<file path="src/rtl/conv_neuron_update_if.sv">
// Request/result bus of the convolutional neuron update pipeline.
// The master side issues membrane update requests and consumes write-backs;
// the slave side is the update pipeline itself.
interface conv_neuron_update_if #(
    parameter int unsigned OUT_CHANNELS           = 2,
    parameter int unsigned BITS_PER_NEURON        = 9,
    parameter int unsigned BITS_PER_KERNEL_WEIGHT = 6,
    parameter int unsigned ADDR_WIDTH             = 6
);
    localparam int unsigned FM_W = OUT_CHANNELS * BITS_PER_NEURON;
    localparam int unsigned WT_W = OUT_CHANNELS * BITS_PER_KERNEL_WEIGHT;

    // Request side
    logic                       in_valid;
    logic                       in_ready;
    logic                       in_mode;
    logic [ADDR_WIDTH-1:0]      in_addr;
    logic [FM_W-1:0]            in_fm;
    logic [WT_W-1:0]            in_weights;
    logic [BITS_PER_NEURON-1:0] leak;
    logic [BITS_PER_NEURON-1:0] threshold;

    // Write-back side
    logic                       out_valid;
    logic                       out_ready;
    logic [ADDR_WIDTH-1:0]      out_addr;
    logic [FM_W-1:0]            out_fm;
    logic [OUT_CHANNELS-1:0]    out_spikes;

    modport master (
        output in_valid, in_mode, in_addr, in_fm, in_weights, leak, threshold, out_ready,
        input  in_ready, out_valid, out_addr, out_fm, out_spikes
    );

    modport slave (
        input  in_valid, in_mode, in_addr, in_fm, in_weights, leak, threshold, out_ready,
        output in_ready, out_valid, out_addr, out_fm, out_spikes
    );
endinterface

</file>
<file path="src/rtl/conv_neuron_update.sv">
// Two-stage membrane update pipeline for one feature-map word.
// S1 captures the request (with forwarding of in-flight results), S2 computes
// ACCUMULATE (saturating add of kernel weights) or LEAK_FIRE (leak toward zero,
// threshold, reset-to-zero) per channel and holds the write-back result.
module conv_neuron_update #(
    parameter int unsigned OUT_CHANNELS           = 2,
    parameter int unsigned BITS_PER_NEURON        = 9,
    parameter int unsigned BITS_PER_KERNEL_WEIGHT = 6,
    parameter int unsigned ADDR_WIDTH             = 6
) (
    input  logic                    clk,
    input  logic                    rst,
    conv_neuron_update_if.slave     bus
);
    localparam int unsigned C    = OUT_CHANNELS;
    localparam int unsigned N    = BITS_PER_NEURON;
    localparam int unsigned W    = BITS_PER_KERNEL_WEIGHT;
    localparam int unsigned FM_W = C * N;
    localparam int unsigned WT_W = C * W;

    // Stage 1 request registers
    logic                  s1_valid;
    logic                  s1_mode;
    logic [ADDR_WIDTH-1:0] s1_addr;
    logic [FM_W-1:0]       s1_fm;
    logic [WT_W-1:0]       s1_weights;
    logic [N-1:0]          s1_leak;
    logic [N-1:0]          s1_threshold;

    // Stage 2 result registers (drive the write-back bus directly)
    logic                  s2_valid;
    logic [ADDR_WIDTH-1:0] s2_addr;
    logic [FM_W-1:0]       s2_fm;
    logic [C-1:0]          s2_spikes;

    // Pipeline control
    logic                  s2_free_c;
    logic                  s1_adv_c;
    logic                  in_accept_c;
    logic [FM_W-1:0]       cap_fm_c;
    logic [FM_W-1:0]       op_fm_c;
    logic [FM_W-1:0]       res_fm_c;
    logic [C-1:0]          res_spikes_c;
    logic signed [N-1:0]   thr_c;
    logic signed [N+1:0]   leak_x_c;

    // S2 can take a new result when empty or when its result leaves this cycle
    assign s2_free_c   = !s2_valid || bus.out_ready;
    assign s1_adv_c    = s1_valid && s2_free_c;
    assign bus.in_ready = !rst && (!s1_valid || s2_free_c);
    assign in_accept_c = bus.in_valid && bus.in_ready;

    // A result still held in S2 is newer than what memory returns for its address
    assign cap_fm_c = (s2_valid && (s2_addr == bus.in_addr)) ? s2_fm : bus.in_fm;

    // When S1 moves into S2, the result S2 is handing off is the freshest copy
    assign op_fm_c = (s2_valid && (s2_addr == s1_addr)) ? s2_fm : s1_fm;

    assign thr_c    = s1_threshold;
    assign leak_x_c = {2'b00, s1_leak};

    // Per-channel datapath; channels never interact
    for (genvar c = 0; c < C; c++) begin : g_ch
        logic signed [N-1:0] fm_c;
        logic signed [W-1:0] wt_c;
        logic signed [N:0]   sum_c;
        logic signed [N-1:0] acc_c;
        logic signed [N+1:0] fm_x_c;
        logic signed [N-1:0] v_c;
        logic                fire_c;

        assign fm_c = op_fm_c[c*N +: N];
        assign wt_c = s1_weights[c*W +: W];

        // Saturating add at one extra bit of headroom
        assign sum_c = $signed({fm_c[N-1], fm_c}) + $signed({{(N+1-W){wt_c[W-1]}}, wt_c});
        assign acc_c = (sum_c[N] == sum_c[N-1]) ? sum_c[N-1:0]
                     : (sum_c[N] ? $signed({1'b1, {(N-1){1'b0}}})
                                 : $signed({1'b0, {(N-1){1'b1}}}));

        // Leak moves the membrane toward zero without crossing it
        assign fm_x_c = {{2{fm_c[N-1]}}, fm_c};
        assign v_c = (fm_x_c > leak_x_c)  ? N'(fm_x_c - leak_x_c)
                   : (fm_x_c < -leak_x_c) ? N'(fm_x_c + leak_x_c)
                   : '0;
        assign fire_c = (v_c >= thr_c);

        assign res_fm_c[c*N +: N] = s1_mode ? (fire_c ? '0 : v_c) : acc_c;
        assign res_spikes_c[c]    = s1_mode && fire_c;
    end

    // S1 capture: load on accept, empty once handed to S2
    always_ff @(posedge clk) begin
        if (rst) begin
            s1_valid     <= 1'b0;
            s1_mode      <= 1'b0;
            s1_addr      <= '0;
            s1_fm        <= '0;
            s1_weights   <= '0;
            s1_leak      <= '0;
            s1_threshold <= '0;
        end else if (in_accept_c) begin
            s1_valid     <= 1'b1;
            s1_mode      <= bus.in_mode;
            s1_addr      <= bus.in_addr;
            s1_fm        <= cap_fm_c;
            s1_weights   <= bus.in_weights;
            s1_leak      <= bus.leak;
            s1_threshold <= bus.threshold;
        end else if (s1_adv_c) begin
            s1_valid     <= 1'b0;
        end
    end

    // S2 result register: load computed result, hold while stalled
    always_ff @(posedge clk) begin
        if (rst) begin
            s2_valid  <= 1'b0;
            s2_addr   <= '0;
            s2_fm     <= '0;
            s2_spikes <= '0;
        end else if (s1_adv_c) begin
            s2_valid  <= 1'b1;
            s2_addr   <= s1_addr;
            s2_fm     <= res_fm_c;
            s2_spikes <= res_spikes_c;
        end else if (bus.out_ready) begin
            s2_valid  <= 1'b0;
        end
    end

    assign bus.out_valid  = s2_valid;
    assign bus.out_addr   = s2_addr;
    assign bus.out_fm     = s2_fm;
    assign bus.out_spikes = s2_spikes;
endmodule

</file>
<file path="src/flat_wrapper.sv">
// flat-port wrapper written by rule: the top's interface ports become plain ports
module conv_neuron_update_flat 
#(
    parameter int unsigned OUT_CHANNELS           = 2,
    parameter int unsigned BITS_PER_NEURON        = 9,
    parameter int unsigned BITS_PER_KERNEL_WEIGHT = 6,
    parameter int unsigned ADDR_WIDTH             = 6
)
  (clk, rst, bus_in_valid, bus_in_mode, bus_in_addr, bus_in_fm, bus_in_weights, bus_leak, bus_threshold, bus_out_ready, bus_in_ready, bus_out_valid, bus_out_addr, bus_out_fm, bus_out_spikes);
  conv_neuron_update_if #(.OUT_CHANNELS(OUT_CHANNELS), .BITS_PER_NEURON(BITS_PER_NEURON), .BITS_PER_KERNEL_WEIGHT(BITS_PER_KERNEL_WEIGHT), .ADDR_WIDTH(ADDR_WIDTH)) bus_i ();
  input  logic clk;
  input  logic rst;
  input wire logic [$bits(bus_i.in_valid)-1:0] bus_in_valid;
  input wire logic [$bits(bus_i.in_mode)-1:0] bus_in_mode;
  input wire logic [$bits(bus_i.in_addr)-1:0] bus_in_addr;
  input wire logic [$bits(bus_i.in_fm)-1:0] bus_in_fm;
  input wire logic [$bits(bus_i.in_weights)-1:0] bus_in_weights;
  input wire logic [$bits(bus_i.leak)-1:0] bus_leak;
  input wire logic [$bits(bus_i.threshold)-1:0] bus_threshold;
  input wire logic [$bits(bus_i.out_ready)-1:0] bus_out_ready;
  output wire logic [$bits(bus_i.in_ready)-1:0] bus_in_ready;
  output wire logic [$bits(bus_i.out_valid)-1:0] bus_out_valid;
  output wire logic [$bits(bus_i.out_addr)-1:0] bus_out_addr;
  output wire logic [$bits(bus_i.out_fm)-1:0] bus_out_fm;
  output wire logic [$bits(bus_i.out_spikes)-1:0] bus_out_spikes;
  assign bus_i.in_valid = bus_in_valid;
  assign bus_i.in_mode = bus_in_mode;
  assign bus_i.in_addr = bus_in_addr;
  assign bus_i.in_fm = bus_in_fm;
  assign bus_i.in_weights = bus_in_weights;
  assign bus_i.leak = bus_leak;
  assign bus_i.threshold = bus_threshold;
  assign bus_i.out_ready = bus_out_ready;
  assign bus_in_ready = bus_i.in_ready;
  assign bus_out_valid = bus_i.out_valid;
  assign bus_out_addr = bus_i.out_addr;
  assign bus_out_fm = bus_i.out_fm;
  assign bus_out_spikes = bus_i.out_spikes;
  conv_neuron_update #(.OUT_CHANNELS(OUT_CHANNELS), .BITS_PER_NEURON(BITS_PER_NEURON), .BITS_PER_KERNEL_WEIGHT(BITS_PER_KERNEL_WEIGHT), .ADDR_WIDTH(ADDR_WIDTH)) u_core (.clk(clk), .rst(rst), .bus(bus_i));
endmodule
</file>
<file path="config.mk">
export PLATFORM = sky130hd
export DESIGN_NAME = conv_neuron_update_flat
export DESIGN_NICKNAME = d
export VERILOG_FILES = /design/src/rtl/conv_neuron_update_if.sv /design/src/rtl/conv_neuron_update.sv /design/src/flat_wrapper.sv
export SDC_FILE = /design/constraint.sdc
export NUM_CORES = 1
export LEC_CHECK = 0
export CAP_MARGIN = 10
export CORE_ASPECT_RATIO = 0.7
export CORE_MARGIN = 2
export CORE_UTILIZATION = 46
export DETAILED_ROUTE_END_ITERATION = 7
export GPL_TIMING_DRIVEN = 0
export PLACE_DENSITY_LB_ADDON = 0.1
export SYNTH_ARGS = -nofsm -noshare
export SYNTH_HDL_FRONTEND = slang
export SYNTH_SLANG_ARGS = --single-unit
</file>
<file path="constraint.sdc">
create_clock -name clk -period 13.8 [get_ports clk]
set_input_delay 4.14 -clock clk [delete_from_list [all_inputs] [get_ports clk]]
set_output_delay 4.14 -clock clk [all_outputs]
set_load 0.01 [all_outputs]
</file>
Word-level counts from Yosys, hierarchy flattened --
Index checks and enable logic that the tools add are counted. Widths: inputs -> output; s select.
Storage, ports and cells: register bits 83, input bits 59, word-level logic and storage cells 60
Cells by class: add/subtract/negate cells 7, magnitude comparators 6, eq/ne operators 4, muxes and demuxes 18, reduce and logical (&&, ||, !) cells 14
Operators by type and width (count):
- $mux 9 | 12
- $mux 18 | 2
- $lt 9x11->1 | 2
- $add 9x6->10 | 2
- $gt 9x10->1 | 2
- $add 9x9->9 | 2
- $ge 9x9->1 | 2
- $sub 9x9->9 | 2
- $eq 6x6->1 | 2
- $neg 9->11 | 1
- $logic_and 1x1->1 | 7
- $mux 1 | 4
- $reduce_bool 2->1 | 2
- $logic_not 1->1 | 3
- $eq 1x1->1 | 2
- $logic_or 1x1->1 | 2

Logic depth before layout (Yosys ltp) --
depth in word-level cells 9, mapped depth 23, depth with buffers taken out 21

Worst setup path after synthesis --
No wires, ideal clock.
kind in2out, start point input port bus_out_ready, end point output port bus_in_ready, arrival time 4.507 ns, data required time 9.660 ns, path slack 5.153 ns, stages 2, cell sequence nor2b_1 a21oi_1
On the way: word-level cells in the longest chain between the ends 3
RTL lines:
- from (decl) | line flat_wrapper.sv:20 | input wire logic [$bits(bus_i.out_ready)-1:0] bus_out_ready;
- $logic_or 1x1->1 | line conv_neuron_update.sv:48 | assign s2_free_c = !s2_valid || bus.out_ready;
- $logic_or 1x1->1 | line conv_neuron_update.sv:50 | assign bus.in_ready = !rst && (!s1_valid || s2_free_c);
- $logic_and 1x1->1 | line conv_neuron_update.sv:50
- to (decl) | line flat_wrapper.sv:21 | output wire logic [$bits(bus_i.in_ready)-1:0] bus_in_ready;
No other way between the ends.

Worst setup path after layout --
Same ends and word-level chain as after synthesis.

==> impl_results.md <==
* Status: finished clean
* Clock sinks at 83
* # rows at 38
* P&R area growth vs syn at 19.8%
* Multi-input gate area at 5270 µm²
* Slew margin rel. at 0.495
* Syn Nets at 1,057
* Netlist cell types at 69
* Count of final hold-check violations at 0
* Worst clock skew at 0.0113 ns
* # diodes at 0
* First-pass GRT wire length at 37.6 mm
* Routed len/inst at 20.1 µm
* Htree depth at 3
* Total congestion overflow at 0
* Fin crit period at 9.69 ns
* Top FF cell, synth: dfxtp_1
* Yosys top cell area share at 0.228
* Die footprint at 16,900 µm²
* Fillers at 1,516
* Post-Syn Area per Cell at 8.09 µm²
* Global-route track usage on met1 at 0.439
* Worst-skew pair later-pin latency at 0.36 ns
* Most numerous cell in the Yosys netlist: nand2_1
* Global-route met2 utilization at 0.410
* Quantity of gates resized following cts at 0
* Root Driver: clkbuf_16
* Worst-path clk slew at 0.07 ns
* Post-route setup TNS at 0 ns
* Placer Congestion at 0.991
* WP data arrival at 5.55 ns
* Cells after synthesis at 899
* FFs w/ async S/R, synth at 0
* VDD IR max at 0.0688 mV
* Hold buffer count at cts at 0
* Max-Cap Viols at 0
* Clock power share at 0.296
* Switching Fraction at 0.383
* Final net count at 1,154
* Die Y at 109 µm
* Setup CP Type: in -> out
* CP Launch Point: bus_out_ready
* Fmax achieved at 103 MHz
* Cell taking the most area after synthesis: dfxtp_1
* CP endpoint: bus_in_ready
* Power Density at 107 nW/µm²
* Worst slack, placed at 4.15 ns
* Slew Viols, Final at 0
* CP endpoint kind: output port
* Startpoint Class: primary input
* RSZ-0062 raised after global routing: false
* #FFs+latches synth at 83
* Seq pwr share at 0.294
* Leakage dissipation at 0.00361 µW
* Grt peak-use layer: met1
* Ports at 87
* FF-to-FF Start: u_core.bus.out_addr[4]
* Internal at 575 µW
* Initial Utilization at 0.469
* Yosys warns at 0
* Die Wd at 154 µm
* TritonCTS clock tree: built
* FF-to-FF End: u_core.bus.out_fm[13]
* Reg2reg setup slack at 6.81 ns
* Final WL at 24.2 mm
* Deepest clock path buffer count at 2
* Tightest Pin Transition at 0.758 ns
* Post-synth top cells: nand2_1 (95), ha_1 (93), dfxtp_1 (83)
* Final HPWL DP at 19.0 mm
* Register area share after synthesis at 0.228
* DRT iter0 DRCs at 727
* TritonCTS Buffers at 9
* Hold crit path type: reg -> reg
* Synth top area cells: dfxtp_1 (23%), ha_1 (16%), nand2_1 (4.9%), nand3b_1 (4.2%), a21oi_1 (3.9%)
* DRC violations left at 0
* GRT Overall Usage at 0.293
* CP Max Fanout at 5
* Endpoints failing setup at 0
* Core Area at 15,500 µm²
* First-pass DRT Iterations at 5
* Drt via density at 5.97
* Initial antenna violation count at 0
* Final Cycle Share at 0.702
* Cell Area, Synth at 7280 µm²
* Antenna Violating Nets Remaining at 0
* NetSw at 357 µW
* Largest net degree at the start of global routing at 17
* R2R depth at 23
* Seq. cell area at 1660 µm²
* Setup repair bufs after CTS at 0
* Vias in the first global route at 6,575
* Combinational share of power at 0.410
* GR Util met3 at 0.0882
* Layout cell share with drive strength beyond 1 at 0.0539
* PortBufs at 86
* Final WS setup at 4.11 ns
* Worst EP required at 9.66 ns
* Via count at 7,175
* EDFF count, synth at 0
-- kinds of logic (layout without fill, tap and decap cells) --
| logic type | after synthesis | after routing | synth area share |
|---|---|---|---|
| and+or+nand+nor | 313 | 313 | 0.219 |
| AOI/OAI and AO/OA | 258 | 258 | 0.242 |
| adders and majority gates | 99 | 99 | 0.176 |
| DFF | 83 | 83 | 0.228 |
| buffers and inverters | 81 | 183 | 0.0468 |
| muxes | 37 | 37 | 0.0537 |
| xor gates and xnor gates | 28 | 28 | 0.0337 |
-- metrics by stage --
stage               utilization  instance area [µm²]  hold WS [ns]  instances  total power, µW
global placement          0.541                 8390         0.446       1185              647
detailed placement        0.541                 8390         0.452       1185              649
global route              0.562                 8720         0.487       1201              988
floorplan                     -                 7280         0.453        899              532
finish                    0.562                 8720         0.460       1201              932
CTS                       0.562                 8720         0.462       1201              925
-- cell type report --
class | count | area share
clock buffer | 9 | 0.0258
tap | 200 | 0.0287
inverter | 40 | 0.0172
timing repair buffer | 86 | 0.0988
buffer | 41 | 0.0218
clock inverter | 7 | 0.0121
multi-input combinational | 735 | 0.605
sequential | 83 | 0.191
-- power by group through the flow --
stage / combinational [µW] / clock (µW) / sequential [µW]
6_report: 382 / 276 / 275
5_1_grt: 422 / 289 / 276
4_1_cts: 373 / 278 / 274
3_5_place_dp: 370 / 0 / 280
3_3_place_gp: 368 / 0 / 279
2_1_floorplan: 256 / 0 / 276
-- sequential cells by signal, indices dropped and copies added (netlist names), 2 cells and up --
register	cells
u_core.bus.out_addr	6
u_core.s1_threshold	9
u_core.bus.out_fm	18
u_core.s1_leak	9
u_core.s1_weights	12
u_core.bus.out_spikes	2
u_core.s1_addr	6
u_core.s1_fm	18
-- layout by cell type, fill, tap and decap left out, types with 5 or more instances in the layout --
cell | netlist | final
clkbuf_16 | 0 | 9
clkbuf_1 | 31 | 31
inv_1 | 40 | 40
nor3b_1 | 6 | 6
nand2_1 | 95 | 95
xnor2_1 | 21 | 21
o21bai_1 | 9 | 9
nand2b_1 | 18 | 18
nor3_1 | 21 | 21
a31oi_1 | 11 | 11
mux2i_1 | 21 | 21
fa_1 | 6 | 6
o211ai_1 | 8 | 8
o41ai_1 | 5 | 5
o31a_1 | 5 | 5
a22oi_1 | 6 | 6
clkdlybuf4s50_1 | 0 | 86
buf_2 | 5 | 5
xor2_1 | 7 | 7
a21o_1 | 17 | 17
o21ai_0 | 51 | 51
dfxtp_1 | 83 | 83
nor2b_1 | 14 | 14
nand4_1 | 7 | 7
nand3b_1 | 41 | 41
nor4_1 | 5 | 5
mux2_2 | 16 | 16
nand3_1 | 22 | 22
a211oi_1 | 22 | 22
and2_1 | 8 | 8
a21oi_1 | 57 | 57
nor2_1 | 61 | 61
ha_1 | 93 | 93
o21ai_1 | 5 | 5
o31ai_1 | 20 | 20
-- worst min path at each step --
stage                                         from                  endpoint  slack, ns  cells after the start
after floorplan                   u_core.s1_fm[10]          u_core.s1_fm[10]       0.45                      2
after global placement    u_core.bus.out_spikes[0]  u_core.bus.out_spikes[0]       0.45                      2
after detailed placement  u_core.bus.out_spikes[0]  u_core.bus.out_spikes[0]       0.45                      2
after CTS                 u_core.bus.out_spikes[0]  u_core.bus.out_spikes[0]       0.46                      2
after global routing      u_core.bus.out_spikes[0]  u_core.bus.out_spikes[0]       0.49                      2
final                     u_core.bus.out_spikes[0]  u_core.bus.out_spikes[0]       0.46                      2
-- worst max-delay path, stage by stage --
cell	delay [ns]
clkdlybuf4s50_1	0.45
nor2b_1	0.09
a21oi_1	0.27
clkdlybuf4s50_1	0.60
-- routing by layer --
layer / share of wire / up-vias
li1: - / 3498
met1: 0.51 / 3337
met2: 0.38 / 306
met3: 0.098 / 34
met4: 0.017 / 0
met5: 0 / -
(Power assumes the default switching activity.)
